--- src/rtl/da_dct_pkg.sv ---
// Shared definitions for the distributed-arithmetic DCT engine:
// FSM encoding, the Q10 coefficient table and the DA ROM entry generator.
package da_dct_pkg;

    typedef enum logic [1:0] {
        IDLE  = 2'd0,
        SHIFT = 2'd1,
        DRAIN = 2'd2,
        HOLD  = 2'd3
    } state_e;

    localparam int MAX_ROWS = 8;
    localparam int MAX_TAPS = 8;

    // Row 0 is the DC basis; the remaining rows are DCT-like Q10 basis vectors.
    localparam int COEF_TBL [MAX_ROWS][MAX_TAPS] = '{
        '{ 512,  512,  512,  512,  512,  512,  512,  512},
        '{ 724, -724,  300, -300,  724, -724,  300, -300},
        '{ 669,  277, -277, -669, -669, -277,  277,  669},
        '{ 602, -141, -709, -400,  400,  709,  141, -602},
        '{ 512, -512, -512,  512,  512, -512, -512,  512},
        '{ 400, -709,  141,  602, -602, -141,  709, -400},
        '{ 277, -669,  669, -277, -277,  669, -669,  277},
        '{ 141, -400,  602, -709,  709, -602,  400, -141}
    };

    // Sum of the row's coefficients selected by a bit-plane address;
    // address bit (ntaps-1-k) selects tap k. Rows past the table are zero.
    function automatic int rom_entry(input int row, input int addr,
                                     input int ntaps, input int nrows);
        int s;
        s = 0;
        if (row < nrows && row < MAX_ROWS) begin
            for (int k = 0; k < ntaps && k < MAX_TAPS; k++) begin
                if (((addr >> (ntaps - 1 - k)) & 1) != 0)
                    s += COEF_TBL[3'(row)][3'(k)];
            end
        end
        return s;
    endfunction

endpackage

--- src/rtl/da_coef_rom.sv ---
// Distributed-arithmetic coefficient ROM: one registered read per cycle,
// addressed by {row, bit-plane}; contents are built from da_dct_pkg.
module da_coef_rom
    import da_dct_pkg::*;
#(
    parameter int N_TAPS = 4,
    parameter int EW     = 14,
    parameter int N_ROWS = 8,
    parameter int RW     = 3
) (
    input  logic                 clk_i,
    input  logic [RW-1:0]        row_i,
    input  logic [N_TAPS-1:0]    plane_i,
    output logic signed [EW-1:0] data_o
);

    localparam int AW    = RW + N_TAPS;
    localparam int DEPTH = 1 << AW;

    logic signed [EW-1:0] tbl [DEPTH];
    logic signed [EW-1:0] data_q;

    for (genvar a = 0; a < DEPTH; a++) begin : g_tbl
        assign tbl[a] = EW'(rom_entry(a >> N_TAPS, a & ((1 << N_TAPS) - 1),
                                      N_TAPS, N_ROWS));
    end

    always_ff @(posedge clk_i) begin
        data_q <= tbl[{row_i, plane_i}];
    end

    assign data_o = data_q;

endmodule

--- src/rtl/da_dct_engine.sv ---
// Bit-serial distributed-arithmetic dot product of N_TAPS samples against one
// coefficient row, with round-half-up and saturation on the result.
module da_dct_engine
    import da_dct_pkg::*;
#(
    parameter int N_TAPS = 4,
    parameter int DW     = 12,
    parameter int CW     = 12,
    parameter int OW     = 12,
    parameter int FRAC   = 10,
    parameter int N_ROWS = 8
) (
    input  logic                   sys_clk,
    input  logic                   sys_rst_n,
    input  logic                   in_valid,
    output logic                   in_ready,
    input  logic [N_TAPS*DW-1:0]   x_i,
    input  logic [$clog2(N_ROWS)-1:0] row_sel,
    output logic                   out_valid,
    input  logic                   out_ready,
    output logic [OW-1:0]          y_o,
    output logic                   sat_o
);

    localparam int RW   = $clog2(N_ROWS);
    localparam int EW   = CW + $clog2(N_TAPS);
    localparam int AW   = CW + DW + $clog2(N_TAPS) + 1;
    localparam int CNTW = $clog2(DW);

    localparam logic signed [AW-1:0] HALF = AW'(64'd1 << (FRAC - 1));
    localparam logic signed [AW-1:0] YMAX = AW'((64'd1 << (OW - 1)) - 64'd1);
    localparam logic signed [AW-1:0] YMIN = ~YMAX;

    state_e                state_q, state_d;
    logic [N_TAPS*DW-1:0]  x_q, x_d;
    logic [RW-1:0]         row_q, row_d;
    logic [CNTW-1:0]       cnt_q, cnt_d;
    logic                  rd_vld_q, rd_first_q;
    logic signed [AW-1:0]  acc_q;
    logic                  out_valid_q, sat_q;
    logic [OW-1:0]         y_q;

    logic [DW-1:0]         taps [N_TAPS];
    logic [N_TAPS-1:0]     plane_addr;
    logic signed [EW-1:0]  rom_data;
    logic signed [AW-1:0]  rom_ext;
    logic [OW:0]           rs;
    logic                  xfer;

    function automatic logic [OW:0] round_sat(input logic signed [AW-1:0] a);
        logic signed [AW-1:0] r;
        r = (a + HALF) >>> FRAC;
        if (r > YMAX)
            round_sat = {1'b1, YMAX[OW-1:0]};
        else if (r < YMIN)
            round_sat = {1'b1, YMIN[OW-1:0]};
        else
            round_sat = {1'b0, r[OW-1:0]};
    endfunction

    // Bit-plane address: address bit j comes from the packed slice j, which
    // holds tap N_TAPS-1-j because tap 0 sits in the MSBs.
    for (genvar j = 0; j < N_TAPS; j++) begin : g_plane
        assign taps[j]       = x_q[j*DW +: DW];
        assign plane_addr[j] = taps[j][cnt_q];
    end

    da_coef_rom #(
        .N_TAPS (N_TAPS),
        .EW     (EW),
        .N_ROWS (N_ROWS),
        .RW     (RW)
    ) u_rom (
        .clk_i   (sys_clk),
        .row_i   (row_q),
        .plane_i (plane_addr),
        .data_o  (rom_data)
    );

    assign rom_ext   = {{(AW-EW){rom_data[EW-1]}}, rom_data};
    assign rs        = round_sat(acc_q);
    assign xfer      = out_valid_q && out_ready;
    assign in_ready  = (state_q == IDLE);
    assign out_valid = out_valid_q;
    assign y_o       = y_q;
    assign sat_o     = sat_q;

    always_comb begin
        state_d = state_q;
        x_d     = x_q;
        row_d   = row_q;
        cnt_d   = cnt_q;
        case (state_q)
            IDLE: begin
                if (in_valid) begin
                    x_d     = x_i;
                    row_d   = row_sel;
                    cnt_d   = CNTW'(DW - 1);
                    state_d = SHIFT;
                end
            end
            SHIFT: begin
                if (cnt_q == '0)
                    state_d = DRAIN;
                else
                    cnt_d = cnt_q - 1'b1;
            end
            DRAIN:   state_d = HOLD;
            HOLD:    if (xfer) state_d = IDLE;
            default: state_d = IDLE;
        endcase
    end

    always_ff @(posedge sys_clk or negedge sys_rst_n) begin
        if (!sys_rst_n) begin
            state_q <= IDLE;
            x_q     <= '0;
            row_q   <= '0;
            cnt_q   <= '0;
        end else begin
            state_q <= state_d;
            x_q     <= x_d;
            row_q   <= row_d;
            cnt_q   <= cnt_d;
        end
    end

    // ROM output lags the address by one cycle; track which plane it holds.
    always_ff @(posedge sys_clk or negedge sys_rst_n) begin
        if (!sys_rst_n) begin
            rd_vld_q   <= 1'b0;
            rd_first_q <= 1'b0;
            acc_q      <= '0;
        end else begin
            rd_vld_q   <= (state_q == SHIFT);
            rd_first_q <= (state_q == SHIFT) && (cnt_q == CNTW'(DW - 1));
            if (rd_vld_q) begin
                if (rd_first_q)
                    acc_q <= -rom_ext;
                else
                    acc_q <= (acc_q <<< 1) + rom_ext;
            end
        end
    end

    // The first HOLD cycle registers the rounded result; it then stays put
    // until the downstream handshake.
    always_ff @(posedge sys_clk or negedge sys_rst_n) begin
        if (!sys_rst_n) begin
            out_valid_q <= 1'b0;
            y_q         <= '0;
            sat_q       <= 1'b0;
        end else if (state_q == HOLD && !out_valid_q) begin
            out_valid_q <= 1'b1;
            y_q         <= rs[OW-1:0];
            sat_q       <= rs[OW];
        end else if (xfer) begin
            out_valid_q <= 1'b0;
            y_q         <= '0;
            sat_q       <= 1'b0;
        end
    end

endmodule

--- config.mk ---
export PLATFORM = sky130hd
export DESIGN_NAME = da_dct_engine
export DESIGN_NICKNAME = d
export VERILOG_FILES = /design/src/rtl/da_dct_pkg.sv /design/src/rtl/da_coef_rom.sv /design/src/rtl/da_dct_engine.sv
export SDC_FILE = /design/constraint.sdc
export NUM_CORES = 1
export LEC_CHECK = 0
export ABC_AREA = 0
export CAP_MARGIN = 10
export CORE_MARGIN = 3
export CORE_UTILIZATION = 55
export CTS_CLUSTER_SIZE = 12
export DETAILED_ROUTE_END_ITERATION = 16
export PLACE_DENSITY_LB_ADDON = 0.25
export RECOVER_POWER = 100
export SYNTH_ARGS = -nofsm -noshare
export SYNTH_HDL_FRONTEND = slang
export SYNTH_HIERARCHICAL = 1
export SYNTH_SLANG_ARGS = --single-unit
--- constraint.sdc ---
create_clock -name sys_clk -period 8.9 [get_ports sys_clk]
set_input_delay 1.78 -clock sys_clk [delete_from_list [all_inputs] [get_ports sys_clk]]
set_output_delay 1.78 -clock sys_clk [all_outputs]
set_load 0.005 [all_outputs]
==> flow_metrics.py <==
metrics = {
    "logic_synthesis": {
        "synth_enable_flop_cells": 0,
        "syn_inst": 804,
        "yosys-top-cells-area": "dfrtp_1 (32%), ha_1 (7.6%), mux2_2 (7.5%)",
        "synth_top_area_share_pct": 32.3,
        "synth-xor-area-share_pct": 4.85,
        "synthAdderAreaFrac_pct": 7.84,
        "synth_compound_area_share_pct": 19.2,
        "synth_area_um2": 7760,
        "ys_types": 83,
        "async_reset_ff_share_pct": 88.5,
        "yosys.area.top_type": "dfrtp_1",
        "synth_nets": 907,
        "yosys_warnings": 6,
        "yosys.area_share.simple_pct": 14.9,
        "ys_seq_area_share_pct": 35.6,
        "synth_ff_type": "dfrtp_1",
        "synth_top_family_by_area": "compound AO/OA/AOI/OAI gates",
        "synthMuxAreaShare_pct": 13.2,
        "avgSynthCellArea_um2": 9.65,
        "synth_seq_cells": 113,
    },
    "global_routing": {
        "grt-ovfl-total": 0,
        "grt_pass1_vias": 6661,
        "grt_pass1_wl_um": 32400,
        "antenna_found_initial": 0,
        "track_usage_pct": 25.3,
        "grt_max_degree": 77,
    },
    "sta": {
        "clock_skew_ps": 8.27,
        "rsz0062_at_grt": "no",
        "relSlewSlack_pct": -34.0,
        "drv_slew": 53,
        "period_minus_slack_ps": 4040,
        "tightest_slew_ps": 2000,
        "fin_crit_sh_pct": 45.4,
        "setup-tns-final_ps": 0,
        "finalSetupViolCount": 0,
        "hold_viol": 0,
        "max_freq_mhz": 247,
    },
    "die": {
        "start_util_pct": 57.4,
        "fp.dieH_um": 125,
        "dieArea_um2": 15600,
        "chipWidth_um": 125,
        "rows": 42,
        "core_um2": 13500,
        "ioPinCount": 70,
    },
    "clock_network": {
        "htreeDepth": 4,
        "clkTransAtPathRegs_ps": 60,
        "clock_sinks": 113,
        "root_buffer": "clkbuf_16",
        "postCtsSetupBuffers": 0,
        "cts_tree": "yes",
        "ctsResizeCount": 0,
        "numCtsBuffers": 17,
        "clockBufferDepth": 2,
        "clock_latency_ps": 420,
        "holdBufCountCts": 0,
    },
    "critical_path": {
        "max_stage_delay_ps": 1130,
        "critical_path.endpoint_type": "flip-flop",
        "startpoint_type": "input pin",
        "crit_required_ps": 9190,
        "critical_path_class": "in -> reg",
        "reg2reg_depth": 10,
        "slowest_stage": "nand2_1",
        "cp.arrival_ps": 4330,
        "crit_chain": "dlygate4sd3_1 -> nand2_1 -> mux2_1",
        "crit_fanout": 52,
    },
    "routing": {
        "ant_nets": 0,
        "drt-total-wl_um": 19400,
        "remaining_drc_errors": 0,
        "drt-initial-drc-count": 525,
        "dr.pass1.iters": 5,
        "viasPerCell": 6.26,
        "wl_per_cell_um": 18.6,
        "vias": 6536,
    },
    "cells_and_area": {
        "fillers": 1013,
        "mostFrequentLayoutCells": "dfrtp_1 (100), nand2_1 (71), a21oi_1 (59)",
        "final_common_cell": "dfrtp_1",
        "syn_to_final_growth_pct": 16.8,
        "nNetsFinal": 958,
        "diodes": 0,
        "drive_gt1_share_pct": 13.9,
    },
    "run_status": {
        "status": "complete, but fails checks",
        "violations": "max-capacitance violations, max-slew violations",
    },
    "placement": {
        "globalplace.congestion": 0.927,
        "dpl.hpwl_um": 13900,
        "io_buffers": 69,
    },
    "job": {
        "drv_cap": 1,
    },
    "hold_path": {
        "hp-class": "reg -> reg",
        "min_path_cells": 2,
    },
}
logic make-up after synthesis:
kind of cell / count (synthesis)
buffers and inverters: 74
muxes: 78
xor gates and xnor gates: 43
adders and majority gates: 48
DFF: 113
and+or+nand+nor: 228
AOI/OAI and AO/OA: 220
layout make-up:
cell class	instances	area, um^2	area share [%]
Clock buffer	20	447	4.93
Clock inverter	12	204	2.25
Inverter	31	116	1.28
Multi-Input combinational cell	617	4590	50.6
Sequential cell	113	2760	30.5
Tap cell	176	220	2.43
Timing Repair Buffer	75	722	7.97
sequential cells by signal, indices dropped and copies added, names as in the netlist:
signal,count
x_q,48
acc_q,27
u_rom/data_o,13
y_o,12
cnt_q,4
row_q,3
state_q,2
out_valid,1
rd_first_q,1
rd_vld_q,1
sat_o,1
worst max-delay path: cells and delay by family:
kind / cells / cell delay, ps
buf+inv: 1 / 590
mux: 1 / 800
simple gates: 1 / 1130
stage by stage:
step	utilization, %	instance area (um^2)	hold WS (ps)	worst slack, ps	instances
after floorplan	-	7760	474	5350	804
after global placement	62.9	8490	466	5230	1012
after detailed placement	62.9	8490	483	5190	1012
after CTS	67.7	9140	495	5230	1044
after global routing	67.1	9060	515	4630	1044
final	67.1	9060	489	4860	1044
Yosys cell counts (11+ instances only):
master,count
ha_1,47
nor3_1,16
mux2i_1,12
nor2_1,50
nand2_1,71
nand3_1,12
xnor2_1,27
nand4_1,11
dfrtp_1,100
o21ai_0,51
inv_1,28
clkbuf_1,18
dfxtp_1,13
a21oi_1,59
mux4_2,14
xor2_1,16
mux2_2,52
o211ai_2,11
per-layer routing:
metal | vias to the layer above | routed length, um | global-route usage [%]
met4 | 0 | 532 | 10.4
met5 | - | 0 | 0
met3 | 43 | 1040 | 5.53
li1 | 3068 | - | -
met2 | 231 | 9880 | 43.8
met1 | 3194 | 7980 | 30.5
worst paths after layout:
kind                           start         endpoint  slack, ps
max                         in_valid          x_q[10]       4860
max reg2reg                 cnt_q[0]  u_rom/data_o[6]       5100
min                           y_o[0]           y_o[0]        490
max in group asynchronous  sys_rst_n          x_q[41]       5500
min in group asynchronous  sys_rst_n         acc_q[4]       1700
min reg2reg                   y_o[0]           y_o[0]        490
Power is left out: the tool's default activity adds up to more than one toggle a clock period on the data nets, which glitch-free logic cannot reach.
